File: src/rtl/writeback_stage.sv
// ---------------------------------------------------------------------------
// writeback_stage
// Final (WB) stage of a 5-stage MIPS pipeline. Holds the MEM/WB pipeline
// register, selects ALU result or load data, aligns/extends sub-word loads
// (big-endian byte lanes) and drives the register-file write port. Each valid
// instruction produces exactly one register write, stall never repeats it,
// and writes to $0 are suppressed. A retired-instruction counter is kept.
//
// Optional feature: define WB_FWD_EN to add a forwarding port to EX.
//
// Ports
//   clk, rst_n           clock (rising edge), async active-low reset
//   i_stall              hold MEM/WB contents
//   i_flush              invalidate MEM/WB at next edge (wins over stall)
//   i_mem_*              MEM-stage instruction fields
//   o_rf_din/waddr/write register-file write port
//   o_wb_valid           MEM/WB holds a valid instruction
//   o_retire_count       instructions retired since reset (wraps)
//   o_fwd_valid/rd/data  forwarding port (WB_FWD_EN only)
// ---------------------------------------------------------------------------
module writeback_stage #(
  parameter int DATA_W = 32,
  parameter int ADDR_W = 5
) (
  input  logic              clk,
  input  logic              rst_n,
  input  logic              i_stall,
  input  logic              i_flush,
  input  logic              i_mem_valid,
  input  logic [DATA_W-1:0] i_mem_alu_result,
  input  logic [DATA_W-1:0] i_mem_load_data,
  input  logic [ADDR_W-1:0] i_mem_rd,
  input  logic              i_mem_reg_write,
  input  logic              i_mem_mem_to_reg,
  input  logic [1:0]        i_mem_size,
  input  logic              i_mem_unsigned,
  output logic [DATA_W-1:0] o_rf_din,
  output logic [ADDR_W-1:0] o_rf_waddr,
  output logic              o_rf_write,
  output logic              o_wb_valid,
  output logic [31:0]       o_retire_count
`ifdef WB_FWD_EN
  ,
  output logic              o_fwd_valid,
  output logic [ADDR_W-1:0] o_fwd_rd,
  output logic [DATA_W-1:0] o_fwd_data
`endif
);

  logic              r_valid;
  logic              r_committed;
  logic [DATA_W-1:0] r_alu;
  logic [DATA_W-1:0] r_load;
  logic [ADDR_W-1:0] r_rd;
  logic              r_reg_write;
  logic              r_mem_to_reg;
  logic [1:0]        r_size;
  logic              r_unsigned;
  logic [31:0]       r_retire;

  logic              w_capture;
  logic              w_commit;
  logic              w_wr_en;
  logic [7:0]        w_byte;
  logic [15:0]       w_half;
  logic [DATA_W-1:0] w_load;
  logic [DATA_W-1:0] w_rf_din;

  assign w_capture = ~i_stall & ~i_flush;
  // An entry commits on the first edge it is present; later stall edges
  // see committed=1 and therefore neither rewrite nor recount it.
  assign w_commit  = r_valid & ~r_committed;
  assign w_wr_en   = r_valid & r_reg_write & (r_rd != '0);

  always_ff @(posedge clk or negedge rst_n) begin
    if (!rst_n) begin
      r_valid      <= 1'b0;
      r_committed  <= 1'b0;
      r_alu        <= '0;
      r_load       <= '0;
      r_rd         <= '0;
      r_reg_write  <= 1'b0;
      r_mem_to_reg <= 1'b0;
      r_size       <= 2'b00;
      r_unsigned   <= 1'b0;
      r_retire     <= 32'd0;
    end else begin
      // A flushed entry whose write is in flight still retires this edge.
      if (w_commit) r_retire <= r_retire + 32'd1;

      if (i_flush) begin
        r_valid     <= 1'b0;
        r_committed <= 1'b0;
      end else if (w_capture) begin
        r_valid      <= i_mem_valid;
        r_committed  <= 1'b0;
        r_alu        <= i_mem_alu_result;
        r_load       <= i_mem_load_data;
        r_rd         <= i_mem_rd;
        r_reg_write  <= i_mem_reg_write;
        r_mem_to_reg <= i_mem_mem_to_reg;
        r_size       <= i_mem_size;
        r_unsigned   <= i_mem_unsigned;
      end else if (r_valid) begin
        r_committed <= 1'b1;
      end
    end
  end

  // Big-endian lanes: offset 0 is the most significant byte.
  always_comb begin
    w_byte   = 8'h00;
    w_half   = 16'h0000;
    w_load   = r_load;
    w_rf_din = r_alu;
    case (r_alu[1:0])
      2'd0:    w_byte = r_load[31:24];
      2'd1:    w_byte = r_load[23:16];
      2'd2:    w_byte = r_load[15:8];
      default: w_byte = r_load[7:0];
    endcase
    w_half = r_alu[1] ? r_load[15:0] : r_load[31:16];
    case (r_size)
      2'b00:   w_load = {{24{w_byte[7] & ~r_unsigned}}, w_byte};
      2'b01:   w_load = {{16{w_half[15] & ~r_unsigned}}, w_half};
      default: w_load = r_load;  // 10 and 11 both mean word
    endcase
    if (r_mem_to_reg) w_rf_din = w_load;
  end

  assign o_rf_din       = w_rf_din;
  assign o_rf_waddr     = r_rd;
  assign o_rf_write     = w_wr_en & ~r_committed;
  assign o_wb_valid     = r_valid;
  assign o_retire_count = r_retire;

`ifdef WB_FWD_EN
  // Forwarding stays live for the whole stall, unlike the one-shot write.
  assign o_fwd_valid = w_wr_en;
  assign o_fwd_rd    = r_rd;
  assign o_fwd_data  = w_rf_din;
`endif

endmodule

File: config.mk
export PLATFORM = sky130hd
export DESIGN_NAME = writeback_stage
export DESIGN_NICKNAME = d
export VERILOG_FILES = /design/src/rtl/writeback_stage.sv
export SDC_FILE = /design/constraint.sdc
export NUM_CORES = 1
export LEC_CHECK = 0
export BUFFER_PORTS_ARGS = -buffer_cell sky130_fd_sc_hd__buf_4
export CAP_MARGIN = 0
export CORE_ASPECT_RATIO = 1.4
export CORE_MARGIN = 4
export CORE_UTILIZATION = 56
export DETAILED_ROUTE_END_ITERATION = 16
export PLACE_DENSITY = 0.85
export SLEW_MARGIN = 5
export SYNTH_ARGS = -nofsm -noshare
export SYNTH_HDL_FRONTEND = slang
export SYNTH_SLANG_ARGS = --single-unit
File: constraint.sdc
create_clock -name clk -period 4.55 [get_ports clk]
set_input_delay 0.6825 -clock clk [delete_from_list [all_inputs] [get_ports clk]]
set_output_delay 0.6825 -clock clk [all_outputs]
set_load 0.01 [all_outputs]
# [After elaboration in Yosys (flattened, before gate mapping)]
# Index checks and enable logic that the tools add are counted.
[totals] ff_bits=108 inputBits=79 output_inout_bits=71 word_cells=40
[classes] n_addsub=1 eq_ne=3 mux=9 n_bitwise=11 reduce_logical=6
[op_table] op="case mux 32 bit (2 select lines)" count=1
[op_table] op="adder 32 x 1 -> 32 bit, second input constant" count=1
[op_table] op="2-to-1 mux 32 bit" count=1
[op_table] op="case mux 8 bit (3 select lines)" count=1
[op_table] op="2-to-1 mux 16 bit" count=1
[op_table] op="AND 1 bit" count=7
[op_table] op="2-to-1 mux 1 bit" count=5
[op_table] op="nonzero test 5 bit" count=1
[op_table] op="== test 2 x 1 -> 1 bit, second input constant" count=2
[op_table] op="zero test 2 bit" count=2
[op_table] op="NOT 1 bit" count=4
[op_table] op="nonzero test 3 bit" count=1
[op_table] op="== test 2 bit, second input constant" count=1
[op_table] op="AND reduction 2 bit" count=1
[op_table] op="nonzero test 2 bit" count=1

# [Depth between registers and ports, before layout]
# Gate-level depths: netlist of run 1.
[logic_depth] ltp_word=5 mapped_depth=6 depth_no_buf=5

# [Least setup slack after synthesis of run 1]
# OpenSTA, ideal clock, no wires.
[synth_timing] kind="reg-to-output" start="register r_size[1]" end="output port o_rf_din[22]" arrival_time_ns=1.620 slack_ns=2.247 stages_incl_launch_ff=6 cell_sequence="dfrtp_1 clkbuf_1 or3_1 a31oi_1 buf_2 a221o_1"
[synth_via] elab_chain_len=3
[synth_rtl] element="start: declaration" line="57" rtl="logic [1:0] r_size;"
[synth_rtl] element="start signal: assignment" line="102" rtl="r_size <= i_mem_size;"
[synth_rtl] element="== test 2 x 1 -> 1 bit / zero test 2 bit (equally long branches)" line="123" rtl="case (r_size)"
[synth_rtl] element="case mux 32 bit (2 select lines) *" line="123"
[synth_rtl] element="2-to-1 mux 32 bit *" line="128" rtl="if (r_mem_to_reg) w_rf_din = w_load;"
[synth_rtl] element="end: declaration" line="37" rtl="output logic [DATA_W-1:0] o_rf_din,"
# Mark *: on every way between the ends. The rest lies on a longest branch, timed or not.

# [Final worst setup path of run 1]
[layout_timing] start="register r_alu[1]" end="output port o_rf_din[10]"
[layout_via] elab_chain_len=5
[layout_rtl] element="start: declaration" line="52" rtl="logic [DATA_W-1:0] r_alu;"
[layout_rtl] element="start signal: assignment" line="97" rtl="r_alu <= i_mem_alu_result;"
[layout_rtl] element="== test 2 bit, or another cell as far along" line="116" rtl="case (r_alu[1:0])"
[layout_rtl] element="case mux 8 bit (3 select lines)" line="116"
[layout_rtl] element="AND 1 bit" line="124" rtl="2'b00: w_load = {{24{w_byte[7] & ~r_unsigned}}, w_byte};"
[layout_rtl] element="case mux 32 bit (2 select lines) *" line="123"
[layout_rtl] element="2-to-1 mux 32 bit *" line="128"
# Marked as above.

==> results of run 1 <==
## power by group through the flow
stage	registers (mW)	logic, mW	clock network, mW
final	1.22	0.658	0.887
after floorplan	1.19	0.386	0
after global placement	1.23	0.645	0
after CTS	1.22	0.665	0.900
after detailed placement	1.24	0.662	0
after global routing	1.24	0.714	0.944
## synth_stat cells (all sizes together) (8+ instances only)
| cell | count |
|---|---|
| o21ai | 9 |
| xor2 | 12 |
| mux2 | 75 |
| nand2 | 18 |
| clkbuf | 13 |
| nand3 | 8 |
| dfrtp | 108 |
| nor2 | 11 |
| nor3 | 8 |
| mux2i | 8 |
| o22a | 8 |
| nand4 | 13 |
| a221o | 13 |
| a22o | 17 |
| buf | 12 |
| xnor2 | 19 |
## kinds of logic after synthesis
kind of cell               Yosys count  synth area share
AOI/OAI and AO/OA                   71            0.1085
xor gates and xnor gates            31           0.05173
adders and majority gates            1          0.002383
buffers and inverters               26           0.02169
DFF                                108            0.5149
muxes                               84            0.1805
and+or+nand+nor                     97            0.1204
## per-layer routing
layer | up-vias | wire length, um | track usage
li1 | 1841 | - | -
met1 | 1982 | 4939 | 0.2798
met2 | 140 | 7144 | 0.4463
met3 | 39 | 730 | 0.05947
met4 | 0 | 505 | 0.1275
met5 | - | 0 | 0
## layout make-up
cell class / count / area share
multi-input cells: 284 / 0.3604
inverters: 1 / 0.0005545
repair buffers: 153 / 0.1697
well taps: 107 / 0.01978
flip-flops and latches: 108 / 0.3993
clock buffers: 10 / 0.03383
clock inverters: 6 / 0.01645
## worst max-delay path by stage
stage	to	slack (ns)	cells past startpoint
finish	o_rf_din[10]	1.12	5
global route	o_rf_din[12]	0.99	5
CTS	o_rf_din[10]	1.15	5
detailed placement	o_rf_din[10]	1.54	5
global placement	o_rf_din[12]	1.60	5
floorplan	o_rf_din[22]	2.25	5
==> flow_summary_export.csv, run 1 <==
group,metric,value,unit
floorplan,ios,150,
power,clkPwrFrac,0.320,
clocking,ctsResizeCount,0,
placed_design,dp_cells,653,
yosys,syn_area,5249,sq um
power,p_leak,3.184,nW
power,finalPower,2.769,mW
clocking,root_buffer,"clkbuf_16",
placed_design,dp_slack,1.542,ns
worst_setup_path,critical_path.startpoint,"r_alu[1]$_DFFE_PN0P_",
sta,fmax,291.7,MHz
placed_design,port_buffers,149,
worst_setup_path,arrival,2.75,ns
global_routing,grt_pass1_wl,21.46,mm
worst_setup_path,crit_required,3.87,ns
yosys,syn_inst,418,
yosys,synth.largest_area_cell,"dfrtp_1",
clocking,cts_buffers,9,
placed_design,gp_congestion,0.8250,
power,switching_power,0.7727,mW
detailed_routing,drc,0,
sta,drv_slew,0,
yosys,synthFlopType,"dfrtp_1",
clocking,cts_tree,"done",
worst_setup_path,critPathTopFamily,"flip-flops",
final_layout,diodes,0,
final_layout,fillers,627,
worst_setup_path,rr_worst_depth,5,
global_routing,grt-ovfl-total,0,
yosys,yosysTopAreaCellShare,0.5149,
sta,rsz0062_at_grt,"false",
power,switching_share,0.2790,
yosys,synth_area_leaders,"dfrtp_1 51%, mux2_2 16%, xnor2_1 3.2%",
clocking,hold_buffers,0,
final_layout,area.growth.synth_to_final,28.96,%
worst_setup_path,critPathLaunchType,"register",
detailed_routing,wirelength,13.32,mm
worst_setup_path,criticalPathCategory,"register to primary output",
detailed_routing,ant_nets,0,
yosys,synth-async-reset-ratio,1.000,
min_path,hold_depth,1,
final_layout,multi_input_area,2440,sq um
worst_setup_path,crit_fanout,31,
clocking,post_cts_buffers,0,
clocking,insertion_delay,0.34,ns
floorplan,die_area,11010,sq um
detailed_routing,dr.first_iter.drc_count,222,
final_layout,finalInstanceArea,6769,sq um
detailed_routing,dr.pass1.iters,4,
outcome,status,"complete, no violations",
worst_setup_path,cp_slowest_cell,"dfrtp_1",
final_layout,drive_gt1_frac,0.4609,
sta,tightest_slew,1.011,ns
min_path,worstHoldStart,"o_retire_count[31]$_DFFE_PN0P_",
power,p_per_area,409.1,nW/um^2
clocking,h-tree-depth,3,
placed_design,place_hpwl,9.797,mm
floorplan,start_util,0.5781,
yosys,synth_nets,498,
floorplan,die_x,89.82,um
sta,whs,0.4748,ns
sta,finalHoldViolCount,0,
final_layout,ff_latch_area,2703,sq um
worst_setup_path,reg2reg_to,"o_retire_count[14]$_DFFE_PN0P_",
floorplan,die_h,122.6,um
worst_setup_path,path_cells,"mux4_2 -> nand2_1 -> o21ai_1 -> o22a_1 -> buf_4",
worst_setup_path,critPathBufInv,1,
worst_setup_path,cp-end-kind,"primary output",
detailed_routing,vias_per_cell,5.982,
global_routing,grt_pass1_vias,4204,
global_routing,grt_usage,0.2496,
sta,period_share,0.7533,
sta,skew,0.006412,ns
min_path,hp-class,"register to register",
final_layout,utilization,0.7455,
min_path,hold_end,"o_retire_count[31]$_DFFE_PN0P_",
clocking,path_clk_slew,0.07,ns
yosys,seq_area_frac_synth,0.5149,
clocking,cts.sinks,108,
worst_setup_path,cpPeakStageDelay,0.98,ns
sta,setup_viol_count_final,0,
worst_setup_path,r2r_start,"o_retire_count[0]$_DFFE_PN0P_",
sta,relSlewSlack,0.3259,
sta,fin_crit,3.428,ns
job,cap_violations,0,
power,p_int,1.996,mW
power,share_comb_of_total_power,0.237,
yosys,synth_warnings,0,
final_layout,layoutNonFillerInstCount,669,
yosys,syn_avg_cell_area,12.56,sq um
final_layout,layout_common_cells,"153 x buf_4, 108 x dfrtp_1, 75 x mux2_2",
worst_setup_path,rrSetupSlack,2.51,ns
global_routing,grt_max_degree,81,
clocking,cts.path.max_buffers,2,
sta,tns,0,ns
floorplan,core_area,9080,sq um
power,seqPwrFrac,0.442,
yosys,synth-seq-cells,108,
detailed_routing,dr_total_vias,4002,
power,worst_ir_drop_vdd,0.2037,mV
global_routing,antenna_found_initial,0,
yosys,ys_types,49,
yosys,synth_edf_count,0,
final_layout,final_nets,637,
detailed_routing,wl_per_cell,19.91,um
final_layout,final_common_cell,"buf_4",
sta,fin_ws,1.122,ns
placed_design,placed_area,6429,sq um
floorplan,std_cell_rows,41,
No activity file was read; power rests on OpenSTA's default activity.
==> run 2: changes to the inputs <==
- CORE_UTILIZATION: 56 -> 52
- PLACE_DENSITY: 0.85 -> 0.8
- clock period: 4.55 -> 3.21 ns (I/O delays scaled with it)
==> run 2 against run 1 <==
Critical path depth unchanged. Flip-flop and latch count did not move. Clock power increased by 20%. Via count up 1.2%. Largest cell class unchanged.
==> flow_summary_export.csv, run 2 (synthesized netlist as in run 1, its figures left out) <==
group,metric,value,unit
worst_setup_path,arrival,2.17,ns
detailed_routing,dr.first_iter.drc_count,166,
worst_setup_path,cpPeakStageDelay,0.55,ns
detailed_routing,wl_per_cell,19.20,um
detailed_routing,wirelength,13.44,mm
floorplan,die_area,11790,sq um
worst_setup_path,critPathLaunchType,"register",
min_path,hp-class,"input port to async pin",
detailed_routing,drc,0,
clocking,path_clk_slew,0.07,ns
global_routing,grt_max_degree,73,
placed_design,dp_slack,0.9555,ns
worst_setup_path,cp-end-kind,"primary output",
floorplan,ios,150,
clocking,hold_buffers,0,
clocking,cts_tree,"done",
sta,rsz0062_at_grt,"false",
clocking,h-tree-depth,3,
placed_design,place_hpwl,9.982,mm
sta,drv_slew,0,
clocking,cts_buffers,9,
placed_design,gp_congestion,0.8631,
floorplan,std_cell_rows,43,
floorplan,die_x,92.91,um
floorplan,core_area,9899,sq um
sta,skew,0.006485,ns
detailed_routing,dr.pass1.iters,4,
job,cap_violations,0,
final_layout,layout_common_cells,"154 x buf_4, 108 x dfrtp_1, 75 x mux2_2",
detailed_routing,dr_total_vias,4051,
worst_setup_path,cp_slowest_cell,"dfrtp_1",
clocking,cts.path.max_buffers,2,
clocking,insertion_delay,0.35,ns
final_layout,ff_latch_area,2703,sq um
global_routing,grt_pass1_wl,21.51,mm
final_layout,multi_input_area,2440,sq um
sta,setup_viol_count_final,0,
global_routing,antenna_found_initial,0,
clocking,ctsResizeCount,0,
power,p_leak,3.182,nW
placed_design,port_buffers,149,
final_layout,area.growth.synth_to_final,29.46,%
floorplan,start_util,0.5302,
sta,fmax,376.5,MHz
global_routing,grt_pass1_vias,4250,
worst_setup_path,crit_required,2.73,ns
worst_setup_path,path_cells,"or2_2 -> a21oi_1 -> o21ai_0 -> o2bb2ai_1 -> buf_4",
clocking,cts.sinks,108,
sta,period_share,0.8274,
sta,tightest_slew,0.6475,ns
global_routing,grt-ovfl-total,0,
final_layout,fillers,786,
clocking,post_cts_buffers,0,
global_routing,grt_usage,0.2333,
detailed_routing,vias_per_cell,5.787,
detailed_routing,ant_nets,0,
sta,fin_crit,2.656,ns
power,worst_ir_drop_vdd,0.2680,mV
final_layout,final_common_cell,"buf_4",
worst_setup_path,criticalPathCategory,"register to primary output",
final_layout,final_nets,640,
outcome,status,"complete, no violations",
power,p_per_area,549.8,nW/um^2
sta,relSlewSlack,0.5684,
worst_setup_path,critPathTopFamily,"compound AO/OA/AOI/OAI gates",
sta,finalHoldViolCount,0,
worst_setup_path,critPathBufInv,1,
final_layout,diodes,0,
sta,tns,0,ns
final_layout,drive_gt1_frac,0.4655,
sta,fin_ws,0.5540,ns
clocking,root_buffer,"clkbuf_16",
floorplan,die_h,126.9,um
worst_setup_path,crit_fanout,16,
[run 2: final timing paths]
| check | startpoint | end | slack [ns] | depth (start not counted) |
|---|---|---|---|---|
| setup / recovery | r_size[0]$_DFFE_PN0P_ | o_rf_din[4] | 0.55 | 5 |
| hold / removal | rst_n | r_alu[19]$_DFFE_PN0P_ | 0.16 | 1 |
| setup reg to reg | o_retire_count[0]$_DFFE_PN0P_ | o_retire_count[14]$_DFFE_PN0P_ | 1.27 | 5 |
| hold reg to reg | o_retire_count[22]$_DFFE_PN0P_ | o_retire_count[22]$_DFFE_PN0P_ | 0.50 | 1 |
| max in group asynchronous | rst_n | r_load[26]$_DFFE_PN0P_ | 2.31 | 2 |
| min in group clk | i_flush | o_wb_valid$_DFFE_PN0N_ | 0.32 | 2 |
[run 2: cell type report]
| type | count | share of cell area |
|---|---|---|
| inverter | 1 | 0.0005524 |
| timing repair buffer | 156 | 0.1760 |
| clock inverter | 7 | 0.008654 |
| sequential | 108 | 0.3977 |
| clock buffer | 9 | 0.03314 |
| multi-input combinational | 284 | 0.3590 |
| tap | 135 | 0.02486 |
[run 2: routing by layer]
layer / vias up / wire, um / global-route usage
met5: - / 0 / 0
met4: 0 / 631 / 0.1130
met3: 39 / 777 / 0.06168
met2: 131 / 7162 / 0.4043
met1: 2033 / 4871 / 0.2643
li1: 1848 / - / -
[run 2: where the power goes]
group          switching, mW  leakage (nW)  internal [mW]
logic                  0.419          1.71          0.544
clock network          0.519         0.138          0.539
registers              0.185          1.34           1.53
[run 2: metrics by stage]
step / hold WS (ns) / instances / util / area (sq um) / total power, mW
after floorplan: 0.1859 / 418 / - / 5249 / 2.232
after detailed placement: 0.4831 / 684 / 0.6577 / 6511 / 2.702
final: 0.1577 / 700 / 0.6864 / 6795 / 3.736
after global routing: 0.2063 / 700 / 0.6864 / 6795 / 3.930
after global placement: 0.4793 / 684 / 0.6577 / 6511 / 2.676
after CTS: 0.1779 / 700 / 0.6864 / 6795 / 3.772
